### src/rtl/uart_rx_frame.sv
// ---------------------------------------------------------------------------
// uart_rx_frame
// Front-end UART receiver. Deserialises asynchronous 8N1 frames arriving on
// uart_rx into bytes and presents them on a valid/ready port. Framing errors
// and overruns are reported as single-cycle pulses.
//
// Optional feature macro: UART_RX_PARITY_EN
//   undefined (default) : 8N1 frame, no parity state, no rx_parity_err port.
//   defined             : 8E1 frame, a PARITY state sits between DATA and
//                         STOP and rx_parity_err pulses on a parity mismatch.
//
// Line conditioning: 2-FF synchroniser followed by a 3-deep history; every
// bit sample is the majority vote of that history, which rejects single
// cycle spikes near the sample point.
// ---------------------------------------------------------------------------
module uart_rx_frame #(
  parameter int CLK_FREQ  = 50_000_000,
  parameter int BAUD_RATE = 115200
) (
  input  logic       sys_clk,
  input  logic       sys_rst_n,
  input  logic       uart_rx,
  output logic [7:0] rx_data,
  output logic       rx_valid,
  input  logic       rx_ready,
  output logic       rx_frame_err,
`ifdef UART_RX_PARITY_EN
  output logic       rx_parity_err,
`endif
  output logic       rx_overrun
);

  // -------------------------------------------------------------------------
  // Bit timing
  // -------------------------------------------------------------------------
  localparam int CLKS_PER_BIT = CLK_FREQ / BAUD_RATE;
  localparam int HALF_BIT     = CLKS_PER_BIT / 2;
  localparam int CNT_W        = $clog2(CLKS_PER_BIT + 1);

  // Terminal counts: the counter starts at 0, so a span of N clocks ends at N-1.
  localparam logic [CNT_W-1:0] FULL_LAST = CNT_W'(CLKS_PER_BIT - 1);
  localparam logic [CNT_W-1:0] HALF_LAST = CNT_W'(HALF_BIT - 1);
  localparam logic [CNT_W-1:0] CNT_ZERO  = CNT_W'(0);
  localparam logic [CNT_W-1:0] CNT_ONE   = CNT_W'(1);

  // -------------------------------------------------------------------------
  // Receiver states
  // -------------------------------------------------------------------------
  typedef enum logic [2:0] {
    ST_IDLE   = 3'd0,
    ST_START  = 3'd1,
    ST_DATA   = 3'd2,
`ifdef UART_RX_PARITY_EN
    ST_PARITY = 3'd3,
`endif
    ST_STOP   = 3'd4
  } rx_state_t;

  // -------------------------------------------------------------------------
  // Helper functions
  // -------------------------------------------------------------------------

  // Majority of three history bits: the value seen in at least two of them.
  function automatic logic maj3(input logic [2:0] h);
    return (h[0] & h[1]) | (h[0] & h[2]) | (h[1] & h[2]);
  endfunction

`ifdef UART_RX_PARITY_EN
  // Even parity holds when data bits plus parity bit carry an even number of ones.
  function automatic logic even_parity_ok(input logic [7:0] d, input logic p);
    return ~(^{d, p});
  endfunction
`endif

  // -------------------------------------------------------------------------
  // Registers
  // -------------------------------------------------------------------------
  logic             r_sync1;
  logic             r_sync2;
  logic [2:0]       r_hist;
  rx_state_t        r_state;
  logic [CNT_W-1:0] r_cnt;
  logic [2:0]       r_bit_cnt;
  logic [7:0]       r_shift;
  logic [7:0]       r_data;
  logic             r_valid;
  logic             r_frame_err;
  logic             r_overrun;
`ifdef UART_RX_PARITY_EN
  logic             r_par;
  logic             r_parity_err;
`endif

  // -------------------------------------------------------------------------
  // Combinational decode
  // -------------------------------------------------------------------------
  logic w_sample;
  logic w_fall;
  logic w_half_tick;
  logic w_full_tick;
  logic w_stop_done;
  logic w_byte_ok;

  assign w_sample    = maj3(r_hist);
  // Falling edge of the synchronised line: previous synced value high, current low.
  assign w_fall      = r_hist[0] & ~r_sync2;
  assign w_half_tick = (r_cnt == HALF_LAST);
  assign w_full_tick = (r_cnt == FULL_LAST);
  assign w_stop_done = (r_state == ST_STOP) && w_full_tick;

`ifdef UART_RX_PARITY_EN
  assign w_byte_ok = w_stop_done && w_sample && even_parity_ok(r_shift, r_par);
`else
  assign w_byte_ok = w_stop_done && w_sample;
`endif

  // -------------------------------------------------------------------------
  // Sequential logic
  // -------------------------------------------------------------------------

  // Synchronise the asynchronous line and keep a 3-sample history for voting.
  always_ff @(posedge sys_clk or negedge sys_rst_n) begin
    if (!sys_rst_n) begin
      r_sync1 <= 1'b1;
      r_sync2 <= 1'b1;
      r_hist  <= 3'b111;
    end else begin
      r_sync1 <= uart_rx;
      r_sync2 <= r_sync1;
      r_hist  <= {r_hist[1:0], r_sync2};
    end
  end

  // Frame FSM plus output register, handshake and error pulses.
  always_ff @(posedge sys_clk or negedge sys_rst_n) begin
    if (!sys_rst_n) begin
      r_state      <= ST_IDLE;
      r_cnt        <= CNT_ZERO;
      r_bit_cnt    <= 3'd0;
      r_shift      <= 8'h00;
      r_data       <= 8'h00;
      r_valid      <= 1'b0;
      r_frame_err  <= 1'b0;
      r_overrun    <= 1'b0;
`ifdef UART_RX_PARITY_EN
      r_par        <= 1'b0;
      r_parity_err <= 1'b0;
`endif
    end else begin
      // Error outputs are single-cycle pulses; they default low every cycle.
      r_frame_err  <= 1'b0;
      r_overrun    <= 1'b0;
`ifdef UART_RX_PARITY_EN
      r_parity_err <= 1'b0;
`endif

      case (r_state)
        ST_IDLE: begin
          r_cnt     <= CNT_ZERO;
          r_bit_cnt <= 3'd0;
          if (w_fall) begin
            r_state <= ST_START;
          end else begin
            r_state <= ST_IDLE;
          end
        end

        ST_START: begin
          // Check the start bit at its centre; a high vote means a glitch.
          if (w_half_tick) begin
            r_cnt <= CNT_ZERO;
            if (w_sample) begin
              r_state <= ST_IDLE;
            end else begin
              r_state <= ST_DATA;
            end
          end else begin
            r_cnt <= r_cnt + CNT_ONE;
          end
        end

        ST_DATA: begin
          // One full bit period after a centre lands on the next centre.
          if (w_full_tick) begin
            r_cnt   <= CNT_ZERO;
            r_shift <= {w_sample, r_shift[7:1]};
            if (r_bit_cnt == 3'd7) begin
              r_bit_cnt <= 3'd0;
`ifdef UART_RX_PARITY_EN
              r_state   <= ST_PARITY;
`else
              r_state   <= ST_STOP;
`endif
            end else begin
              r_bit_cnt <= r_bit_cnt + 3'd1;
            end
          end else begin
            r_cnt <= r_cnt + CNT_ONE;
          end
        end

`ifdef UART_RX_PARITY_EN
        ST_PARITY: begin
          if (w_full_tick) begin
            r_cnt   <= CNT_ZERO;
            r_par   <= w_sample;
            r_state <= ST_STOP;
          end else begin
            r_cnt <= r_cnt + CNT_ONE;
          end
        end
`endif

        ST_STOP: begin
          // Return to IDLE at the stop centre so a back-to-back start edge
          // half a bit later is still caught.
          if (w_full_tick) begin
            r_cnt   <= CNT_ZERO;
            r_state <= ST_IDLE;
            if (!w_sample) begin
              r_frame_err <= 1'b1;
`ifdef UART_RX_PARITY_EN
            end else if (!even_parity_ok(r_shift, r_par)) begin
              r_parity_err <= 1'b1;
`endif
            end else begin
              r_frame_err <= 1'b0;
            end
          end else begin
            r_cnt <= r_cnt + CNT_ONE;
          end
        end

        default: begin
          r_state   <= ST_IDLE;
          r_cnt     <= CNT_ZERO;
          r_bit_cnt <= 3'd0;
        end
      endcase

      // Output register: a finished byte loads if the slot is empty or is
      // being emptied this very cycle; otherwise it is dropped as an overrun.
      if (w_byte_ok) begin
        if (!r_valid || rx_ready) begin
          r_data  <= r_shift;
          r_valid <= 1'b1;
        end else begin
          r_overrun <= 1'b1;
        end
      end else if (r_valid && rx_ready) begin
        r_valid <= 1'b0;
      end else begin
        r_valid <= r_valid;
      end
    end
  end

  // -------------------------------------------------------------------------
  // Outputs come straight from registers
  // -------------------------------------------------------------------------
  assign rx_data       = r_data;
  assign rx_valid      = r_valid;
  assign rx_frame_err  = r_frame_err;
  assign rx_overrun    = r_overrun;
`ifdef UART_RX_PARITY_EN
  assign rx_parity_err = r_parity_err;
`endif

endmodule

### config.mk
export PLATFORM = sky130hd
export DESIGN_NAME = uart_rx_frame
export DESIGN_NICKNAME = d
export VERILOG_FILES = /design/src/rtl/uart_rx_frame.sv
export SDC_FILE = /design/constraint.sdc
export NUM_CORES = 1
export LEC_CHECK = 0
export BUFFER_PORTS_ARGS = -buffer_cell sky130_fd_sc_hd__buf_2
export CAP_MARGIN = 20
export CORE_ASPECT_RATIO = 0.9
export CORE_UTILIZATION = 57
export CTS_CLUSTER_SIZE = 25
export DETAILED_ROUTE_END_ITERATION = 8
export PLACE_DENSITY_LB_ADDON = 0.15
export SLEW_MARGIN = 20
export SYNTH_ARGS = -nofsm -noshare
export SYNTH_HDL_FRONTEND = slang
export SYNTH_SLANG_ARGS = --single-unit
### constraint.sdc
create_clock -name sys_clk -period 2.5 [get_ports sys_clk]
set_clock_uncertainty 0.2 [all_clocks]
set_input_delay 0.75 -clock sys_clk [delete_from_list [all_inputs] [get_ports sys_clk]]
set_output_delay 0.75 -clock sys_clk [all_outputs]
set_load 0.02 [all_outputs]
Word level (Yosys, flattened, before mapping)
Cells that the tools add are included.
{ "word_totals": {"ramBits": 0, "out_inout_bits": 11, "rom_bits": 0, "wordCells": 67, "in_bits": 4, "latch_bits": 0, "register_bits": 39, "memories": 0} }
{ "op_classes": {"muxes": 21, "eq_ne": 11, "n_shift": 0, "magnitude_cmp": 0, "n_reduce_logical": 14, "div": 0, "mul": 0, "n_bitwise": 8, "add_sub_neg": 2} }
{ "op_table": {"columns": ["cell", "count"], "rows": [
  ["3-bit 2-to-1 mux", 6],
  ["9-bit 2-to-1 mux", 2],
  ["9-bit one-hot mux with 2 select lines", 1],
  ["3-bit one-hot mux with 4 select lines", 1],
  ["9-bit by 1-bit adder with 9-bit output (second input constant)", 1],
  ["9-bit by 8-bit == test with 1-bit output (second input constant)", 1],
  ["9-bit == test (second input constant)", 1],
  ["1-bit 2-to-1 mux", 9],
  ["2-bit inequality test (second input constant)", 4],
  ["2-bit AND reduction", 4],
  ["3-bit == test (second input constant)", 2],
  ["3-bit one-hot mux with 2 select lines", 1],
  ["1-bit bitwise AND", 4],
  ["4-bit AND reduction", 1],
  ["2-bit OR reduction", 2],
  ["3-bit by 1-bit adder with 3-bit output (second input constant)", 1],
  ["3-bit by 1-bit == test with 1-bit output (second input constant)", 1],
  ["3-bit by 2-bit == test with 1-bit output (second input constant)", 1],
  ["1-bit logical AND", 3],
  ["3-bit zero test", 1],
  ["2-bit 2-to-1 mux", 1],
  ["2-bit by 1-bit inequality test with 1-bit output (second input constant)", 1],
  ["1-bit NOT", 2],
  ["1-bit OR", 2],
  ["3 further kinds", 3]
]} }

Longest topological paths before layout
Gate-level depths: netlist of run 1.
{ "depth": {"depth_word": 6, "depth_mapped": 7, "depth_no_buf": 6} }

Worst setup path before layout of run 1
OpenSTA, ideal clock, no wires.
{ "synth_timing": {"kind": "register -> register", "start": "reg r_cnt[0]", "end": "reg r_cnt[7]", "arrival_ns": 1.598, "setup_slack_ns": 0.583, "stages_incl_launch_ff": 8, "setup_time_ns": 0.119, "period_less_slack_ns": 1.917, "required_ns": 2.181, "path_cell_list": "dfrtp_1 inv_1 ha_1 or4b_1 o31ai_2 o31a_1 buf_4 nor2_1"} }
{ "synth_via": {"elab_chain_cells": 3} }
{ "synth_lines": {"columns": ["element", "line_no", "source"], "rows": [
  ["from (decl)", "82", "logic [CNT_W-1:0] r_cnt;"],
  ["from (signal assigned)", "178", "r_cnt <= r_cnt + CNT_ONE;"],
  ["from (signal assigned)", "198", "r_cnt <= r_cnt + CNT_ONE;"],
  ["from (signal assigned)", "230", "r_cnt <= r_cnt + CNT_ONE;"],
  ["9-bit by 1-bit adder with 9-bit output (tied with other cells)", "178, 198, 230", null],
  ["9-bit 2-to-1 mux, on equally long branches", "184, 217, 170", null],
  ["9-bit one-hot mux with 2 select lines (*)", "157", "case (r_state)"]
]} }
Mark *: on every way between the ends. The rest lies on a longest branch, timed or not.
A chain may end at the register's enable or synchronous reset.

Final worst setup path of run 1
{ "layout_timing": {"start": "reg r_cnt[0]", "end": "reg r_cnt[4]"} }
Same word-level chain as after synthesis.

==> results.tsv, run 1 <==
metric	value	unit
outcome	completed	
fin crit period	2.21	ns
gr usage total	0.195	
final wirelength	2540	µm
Multi-input gate area	657	µm²
Crit. End Element	flop	
DRC violations left	0	
Hold Crit Class	reg2reg	
Flop pwr share	0.558	
Slew HR	0.691	
Total Nets Final	162	
most frequent cell after synthesis	dfrtp_1	
main area contributors after synthesis	dfrtp_1, mux2_2, dfstp_2, ha_1, nor2_1	
final hold vios	0	
Setup-failing EPs final	0	
CTS Buffer Depth	2	
post-CTS sizing	0	
Ports	15	
Final Max Slew Viols	0	
Critical Path Source Type	flop	
largest area contributor in the netlist	dfrtp_1	
setup repair after global routing missed its margin	false	
synthesized cell area	1670	µm²
initial core utilization	0.604	
Worst VDD drop	0.466	mV
Final TNS setup	0	ns
# diodes	0	
Die W	59.1	µm
total number of vias	1017	
CP max FO	9	
Area Overhead vs Synth	11.5	%
f_max	0.452	GHz
WL/cell	13.1	µm
Core Rows	18	
Worst Slack Setup Final	0.290	ns
Switch Pwr	0.348	mW
share of cells above drive strength 1	0.338	
top cell type's share of synthesized area	0.509	
Primary FF master, synth	dfrtp_1	
CTS buffer count	5	
H-tree levels	2	
Post-CTS Hold Buffers	0	
GRT overflow	0	
Clock Pin Slew Worst Setup and Hold Paths	0.11	ns
CTS tree	done	
CP Cell Sequence	inv_1 -> ha_1 -> or4b_1 -> o31ai_2 -> o31a_1 -> nor2_1	
initial antenna violation count	0	
Mean Syn Cell Area	12.7	µm²
Iteration-0 DRC Markers	18	
Int Pwr	0.912	mW
vias in the first global route	957	
Synth async-reset ratio	1.00	
I/O Buffers	14	
DP HPWL	1830	µm
Routed Antenna Nets	0	
Floorplan Core Area	2770	µm²
setup bufs post-CTS	0	
Tightest Pin Transition	0.463	ns
# fillers	213	
Post-synth EDFFs	0	
post-synth cell types	32	
Logic pwr share	0.160	
syn_nets	141	
Net Sw Frac	0.276	
worst stage delay on the critical path	0.46	ns
Crit Path Class	reg2reg	
FF/Latch Area	982	µm²
Vias/cell	5.24	
Ys Warns	0	
Pre-antenna DRT Iters	4	
latest clock arrival within the worst-skew pair	0.33	ns
Synth Register Bits	39	
RePlAce Congestion	0.775	
CP Data Required Time	2.52	ns
Max Cap Viol	0	
CP arrival	2.23	ns
pin count of the biggest net entering global routing	40	
Synth top cells by count	dfrtp_1, mux2_2, nor2_1	
first-pass GRT wire length	4280	µm
clock network fraction of total power	0.282	
Critical Path Slowest Stage Cell	or4b_1	
Leak	0.924	nW
CTS sink cnt	39	
Post-Syn Instances	132	
PD cells	675	nW/µm²
dpl ws	0.271	ns
CTS root buffer	clkbuf_4	
Die ar.	3160	µm²
period utilisation layout	0.884	
part of the Yosys area used for sequential elements	0.587	
die height	53.4	µm
## metrics by stage
step           std cells  hold slack (ns)  total power [mW]  area (µm²)  utilization
2_1_floorplan        132            0.145             0.859        1670            -
3_3_place_gp         186            0.147             0.908        1800        0.649
3_5_place_dp         186            0.147             0.920        1800        0.649
4_1_cts              194            0.162              1.28        1870        0.673
5_1_grt              194            0.170              1.34        1870        0.673
6_report             194            0.156              1.26        1870        0.673
## layout by cell type, fill, tap and decap left out, types with 3 or more instances in the layout
cell type,count
nand3_1,3
buf_4,3
nor2_1,14
o21ai_0,3
ha_1,5
mux2i_1,3
dfrtp_1,34
and3_1,4
a21oi_1,5
inv_1,4
clkbuf_4,5
mux2_2,16
buf_2,14
xnor2_1,6
nand2_1,6
dfstp_2,5
## registers in the layout, indices dropped and copies added, names as in the netlist
signal / cells
rx_data: 8
rx_valid: 1
r_state: 3
rx_overrun: 1
r_hist: 3
r_sync1: 1
r_cnt: 9
r_shift: 8
r_bit_cnt: 3
r_sync2: 1
rx_frame_err: 1
## cell families (layout without fill, tap and decap cells)
group / after synthesis / after routing / synth area share
AOI/OAI and AO/OA: 11 / 11 / 0.0419
xor gates and xnor gates: 8 / 8 / 0.0419
adders and majority gates: 6 / 6 / 0.0434
buffers and inverters: 7 / 29 / 0.0202
DFF: 39 / 39 / 0.587
muxes: 19 / 19 / 0.126
and+or+nand+nor: 42 / 42 / 0.140
## power groups by stage
stage | clock [mW] | sequential [mW] | combinational (mW)
global route | 0.397 | 0.710 | 0.229
floorplan | 0 | 0.707 | 0.152
detailed placement | 0 | 0.715 | 0.205
finish | 0.355 | 0.704 | 0.201
global placement | 0 | 0.712 | 0.196
CTS | 0.370 | 0.703 | 0.205
## metal layers
metal	routed length, µm	track usage	vias to the layer above	part of all wire
met1	1240	0.258	495	0.49
met4	34	0.0675	0	0.013
met5	0	0	-	0
met3	97	0.0733	5	0.038
met2	1170	0.294	16	0.46
li1	-	-	501	-
## critical path, delay by kind of cell, from the launching register on
kind | cells | cell delay [ns]
compound gates | 2 | 0.69
simple gates | 2 | 0.56
flops | 1 | 0.43
fa+ha+maj | 1 | 0.14
buf+inv | 1 | 0.08
## path summary, 6_finish.rpt
check | from | slack [ns] | cells past startpoint | to
setup / recovery | r_cnt[0]$_DFF_PN0_ | 0.29 | 6 | r_cnt[4]$_DFF_PN0_
hold / removal | r_sync1$_DFF_PN1_ | 0.16 | 0 | r_sync2$_DFF_PN1_
setup reg to reg | r_cnt[0]$_DFF_PN0_ | 0.29 | 6 | r_cnt[4]$_DFF_PN0_
hold reg to reg | r_sync1$_DFF_PN1_ | 0.16 | 0 | r_sync2$_DFF_PN1_
max in group asynchronous | sys_rst_n | 1.51 | 2 | r_sync1$_DFF_PN1_
min in group asynchronous | sys_rst_n | 0.24 | 2 | r_bit_cnt[1]$_DFFE_PN0P_
## area by class of cell
type,count,area share
Clock buffer,8,0.0369
Multi-Input combinational cell,86,0.352
Tap cell,40,0.0268
Sequential cell,39,0.526
Timing Repair Buffer,17,0.0496
Inverter,4,0.00805
Note: power is estimated with default switching activity, not from simulation.
==> run 2, diff against run 1 <==
--- a/config.mk
+++ b/config.mk
@@ -7,7 +7,7 @@
 export LEC_CHECK = 0
 export BUFFER_PORTS_ARGS = -buffer_cell sky130_fd_sc_hd__buf_2
 export CAP_MARGIN = 20
-export CORE_ASPECT_RATIO = 0.9
+export CORE_ASPECT_RATIO = 0.6
 export CORE_UTILIZATION = 57
 export CTS_CLUSTER_SIZE = 25
 export DETAILED_ROUTE_END_ITERATION = 8
==> results.tsv, run 2 (synthesis results as in run 1) <==
metric	value	unit
pin count of the biggest net entering global routing	40	
Floorplan Core Area	2650	µm²
Critical Path Source Type	flop	
Crit Path Class	reg2reg	
Post-CTS Hold Buffers	0	
Worst VDD drop	0.473	mV
cell family with most CP delay	compound AO/OA/AOI/OAI gates	
CTS root buffer	clkbuf_8	
Final Max Slew Viols	0	
Worst Hold Margin	0.163	ns
DRC violations left	0	
setup repair after global routing missed its margin	false	
Die W	71.9	µm
CTS Buffer Depth	2	
vias in the first global route	1081	
Hold Path Cell Cnt	0	
worst stage delay on the critical path	0.45	ns
final wirelength	2880	µm
Ports	15	
Core Rows	14	
f_max	0.461	GHz
period utilisation layout	0.867	
Area Overhead vs Synth	12.9	%
largest reg by FF count	r_cnt	
initial antenna violation count	0	
most frequent cells in the layout	dfrtp_1, mux2_2, nor2_1, buf_2	
most common library cell in the layout ignoring fill and taps	dfrtp_1	
gr usage total	0.223	
Slew HR	0.718	
Overall Power	1.31	mW
Hold Crit Class	reg2reg	
CTS sink cnt	39	
H-tree levels	2	
RePlAce Congestion	0.882	
hold path startpoint	r_sync1$_DFF_PN1_	
WL/cell	14.9	µm
Tightest Pin Transition	0.421	ns
first-pass GRT wire length	5040	µm
CTS tree	done	
reg2reg start	r_cnt[0]$_DFF_PN0_	
CP Cell Sequence	inv_1 -> ha_1 -> or4b_1 -> o31ai_2 -> o31a_1 -> nor2_1	
DP HPWL	2010	µm
Leak	0.930	nW
Routed Antenna Nets	0	
sink of the worst hold path	r_sync2$_DFF_PN1_	
r2r endpoint	r_cnt[2]$_DFF_PN0_	
I/O Buffers	14	
global route hottest layer	met2	
Die ar.	3160	µm²
Critical Path Slowest Stage Cell	or4b_1	
Vias/cell	5.37	
met1 Use GR	0.301	
outcome	completed	
# diodes	0	
crit path buf inv count	1	
PD cells	695	nW/µm²
Crit. End Element	flop	
Max Cap Viol	0	
Post-Place Cells	186	
Clock Pin Slew Worst Setup and Hold Paths	0.06	ns
Pre-antenna DRT Iters	4	
die height	44.0	µm
worst reg-to-reg path cell count	6	
GRT met2 Usage	0.340	
max reg flops	9	
CP arrival	2.13	ns
met3 Usage GRT	0.0628	
Iteration-0 DRC Markers	90	
latest clock arrival within the worst-skew pair	0.29	ns
fin crit period	2.17	ns
setup bufs post-CTS	0	
GRT overflow	0	
share of cells above drive strength 1	0.325	
initial core utilization	0.632	
total number of vias	1041	
Total Nets Final	162	
CP Data Required Time	2.46	ns
CTS buffer count	5	
final hold vios	0	
post-CTS sizing	0	
setup slack, reg-to-reg	0.33	ns
Setup-failing EPs final	0	
Final TNS setup	0	ns
CP max FO	9	
Final Instance Count excl. Fillers	194	
run 2: area by class of cell:
type / count / area [µm²]
clock buffers: 8 / 80.1
well taps: 40 / 50.0
multi-input cells: 86 / 657
flip-flops and latches: 39 / 982
inverters: 4 / 15.0
repair buffers: 17 / 105
fillers: 206 / 756
run 2: worst max path at each step:
stage / cells after the start / to / slack [ns] / start
after floorplan: 7 / r_cnt[7]$_DFF_PN0_ / 0.58 / r_cnt[0]$_DFF_PN0_
after global placement: 6 / r_cnt[2]$_DFF_PN0_ / 0.40 / r_cnt[0]$_DFF_PN0_
after detailed placement: 6 / r_cnt[6]$_DFF_PN0_ / 0.32 / r_cnt[0]$_DFF_PN0_
after CTS: 6 / r_cnt[6]$_DFF_PN0_ / 0.32 / r_cnt[0]$_DFF_PN0_
after global routing: 6 / r_cnt[2]$_DFF_PN0_ / 0.21 / r_cnt[0]$_DFF_PN0_
final: 6 / r_cnt[2]$_DFF_PN0_ / 0.33 / r_cnt[0]$_DFF_PN0_
run 2: stage by stage:
| step | cell area, µm² | utilization | setup slack (ns) |
|---|---|---|---|
| 5_1_grt | 1890 | 0.714 | 0.209 |
| 3_3_place_gp | 1810 | 0.684 | 0.398 |
| 2_1_floorplan | 1670 | - | 0.583 |
| 4_1_cts | 1890 | 0.714 | 0.321 |
| 3_5_place_dp | 1810 | 0.684 | 0.317 |
| 6_report | 1890 | 0.714 | 0.332 |
run 2: where the power goes:
| part | switching (mW) | internal [mW] | total [mW] |
|---|---|---|---|
| registers | 0.0436 | 0.667 | 0.711 |
| clock network | 0.197 | 0.198 | 0.395 |
| logic | 0.126 | 0.0825 | 0.208 |
run 2: layer usage:
| metal | part of all wire | vias up |
|---|---|---|
| met4 | 0.018 | 0 |
| li1 | - | 495 |
| met1 | 0.49 | 519 |
| met5 | 0 | - |
| met3 | 0.040 | 7 |
| met2 | 0.45 | 20 |
==> run 3, diff against run 2 <==
--- a/config.mk
+++ b/config.mk
@@ -5,10 +5,13 @@
 export SDC_FILE = /design/constraint.sdc
 export NUM_CORES = 1
 export LEC_CHECK = 0
+export ABC_AREA = 1
 export BUFFER_PORTS_ARGS = -buffer_cell sky130_fd_sc_hd__buf_2
 export CAP_MARGIN = 20
+export CELL_PAD_IN_SITES_DETAIL_PLACEMENT = 1
+export CELL_PAD_IN_SITES_GLOBAL_PLACEMENT = 2
 export CORE_ASPECT_RATIO = 0.6
-export CORE_UTILIZATION = 57
+export CORE_UTILIZATION = 36
 export CTS_CLUSTER_SIZE = 25
 export DETAILED_ROUTE_END_ITERATION = 8
 export PLACE_DENSITY_LB_ADDON = 0.15
==> results.tsv, run 3 <==
metric	value	unit
outcome	completed	
Mean Syn Cell Area	8.70	µm²
post-CTS sizing	0	
CP max FO	11	
Tightest Pin Transition	0.488	ns
Critical Path Slowest Stage Cell	dfrtp_1	
Ys Warns	0	
CTS Buffer Depth	2	
largest reg by FF count	r_cnt	
Die ar.	5350	µm²
Crit. End Element	flop	
Leak	1.07	nW
reg2reg start	r_cnt[1]$_DFF_PN0_	
cell family with most CP delay	simple AND/OR/NAND/NOR gates	
main area contributors after synthesis	dfrtp_1, nand2_1, dfstp_2, inv_1, nor2_1	
latest clock arrival within the worst-skew pair	0.29	ns
DP Area	1970	µm²
H-tree levels	2	
most frequent cell after synthesis	nand2_1	
largest area contributor in the netlist	dfrtp_1	
Clock Pin Slew Worst Setup and Hold Paths	0.08	ns
share of cells above drive strength 1	0.196	
Synth async-reset ratio	1.00	
Crit Path Class	reg2reg	
setup repair after global routing missed its margin	false	
Ports	15	
CTS tree	done	
Post-synth EDFFs	0	
gr usage total	0.187	
vias in the first global route	1466	
WL/cell	14.4	µm
CP Cell Sequence	inv_1 -> ha_1 -> nand2_1 -> nor2_2 -> nand2_4 -> nor2_4 -> inv_2 -> nand2_1 -> o21ai_1	
Routed Antenna Nets	0	
hold path startpoint	r_sync1$_DFF_PN1_	
worst stage delay on the critical path	0.40	ns
Hold Path Cell Cnt	0	
period utilisation layout	0.753	
Critical Path Source Type	flop	
first-pass GRT wire length	7380	µm
initial core utilization	0.386	
total number of vias	1419	
initial antenna violation count	0	
RePlAce Congestion	0.811	
most common library cell in the layout ignoring fill and taps	nand2_1	
Total Nets Final	238	
final wirelength	4230	µm
Worst Hold Margin	0.165	ns
CTS sink cnt	39	
DRC violations left	0	
GRT overflow	0	
Synth Register Bits	39	
synthesized cell area	1820	µm²
Die W	93.7	µm
Vias/cell	4.84	
max reg flops	9	
Primary FF master, synth	dfrtp_1	
die height	57.0	µm
f_max	0.531	GHz
Max Cap Viol	0	
Worst VDD drop	0.243	mV
pin count of the biggest net entering global routing	21	
part of the Yosys area used for sequential elements	0.540	
crit path buf inv count	2	
syn_nets	218	
Floorplan Core Area	4710	µm²
Iteration-0 DRC Markers	87	
most frequent CP cell	nand2_1	
Pre-antenna DRT Iters	4	
Final TNS setup	0	ns
PD cells	668	nW/µm²
sink of the worst hold path	r_sync2$_DFF_PN1_	
Core Rows	19	
Post-Syn Instances	209	
post-synth cell types	24	
most frequent cells in the layout	nand2_1, dfrtp_1, inv_1, nor2_1, buf_2	
DP HPWL	3340	µm
setup bufs post-CTS	0	
Area Overhead vs Synth	13.5	%
setup slack, reg-to-reg	0.62	ns
CP arrival	1.86	ns
Slew HR	0.675	
CTS buffer count	5	
Hold Crit Class	reg2reg	
Final Max Slew Viols	0	
Worst Slack Setup Final	0.618	ns
Synth top cells by count	nand2_1, dfrtp_1, inv_1, nor2_1	
I/O Buffers	14	
r2r endpoint	r_shift[3]$_DFFE_PN0P_	
Setup-failing EPs final	0	
fin area	2060	µm²
# diodes	0	
CP Data Required Time	2.48	ns
top cell type's share of synthesized area	0.468	
Post-CTS Hold Buffers	0	
dpl ws	0.444	ns
final hold vios	0	
CTS root buffer	clkbuf_8	
fin crit period	1.88	ns
worst reg-to-reg path cell count	9	
==> run 3: cell type report <==
cell class	count	area [µm²]
tap	63	78.8
fill	577	2640
clock buffer	7	86.3
inverter	25	93.8
timing repair buffer	16	97.6
sequential	39	982
clock inverter	1	5.00
multi-input combinational	142	719
==> run 3: how the worst max path moves through the flow <==
stage,start,end,slack [ns],cells after the start
2_1_floorplan,r_cnt[1]$_DFF_PN0_,r_cnt[6]$_DFF_PN0_,0.95,9
3_3_place_gp,rx_ready,rx_data[6]$_DFFE_PN0P_,0.51,6
3_5_place_dp,rx_ready,rx_data[7]$_DFFE_PN0P_,0.44,6
4_1_cts,r_cnt[1]$_DFF_PN0_,r_shift[1]$_DFFE_PN0P_,0.59,9
5_1_grt,r_cnt[1]$_DFF_PN0_,r_shift[3]$_DFFE_PN0P_,0.40,9
6_report,r_cnt[1]$_DFF_PN0_,r_shift[3]$_DFFE_PN0P_,0.62,9
==> run 3: kinds of logic after synthesis <==
family / Yosys count / synth area share
compound gates: 10 / 0.0358
xor+xnor: 4 / 0.0193
fa+ha+maj: 5 / 0.0344
buf+inv: 28 / 0.0640
flops: 39 / 0.540
simple gates: 123 / 0.306
==> run 3: metrics by stage <==
step / instances / util / power (mW)
after floorplan: 209 / - / 0.867
after global placement: 285 / 0.419 / 0.948
after detailed placement: 285 / 0.419 / 0.958
after CTS: 293 / 0.438 / 1.40
after global routing: 293 / 0.438 / 1.47
final: 293 / 0.438 / 1.38
==> run 3: power breakdown <==
group / switching (mW) / leakage, nW / total (mW) / internal, mW
Sequential: 0.0315 / 0.523 / 0.699 / 0.667
Clock: 0.213 / 0.0482 / 0.436 / 0.223
Combinational: 0.175 / 0.496 / 0.243 / 0.0685
==> run 3: metal layers <==
layer  part of all wire  GRT usage  vias to the layer above
met3              0.030     0.0560                        5
met4              0.013     0.0527                        0
met1               0.57      0.291                      689
met2               0.38      0.247                       23
met5                  0          0                        -
li1                   -          -                      702
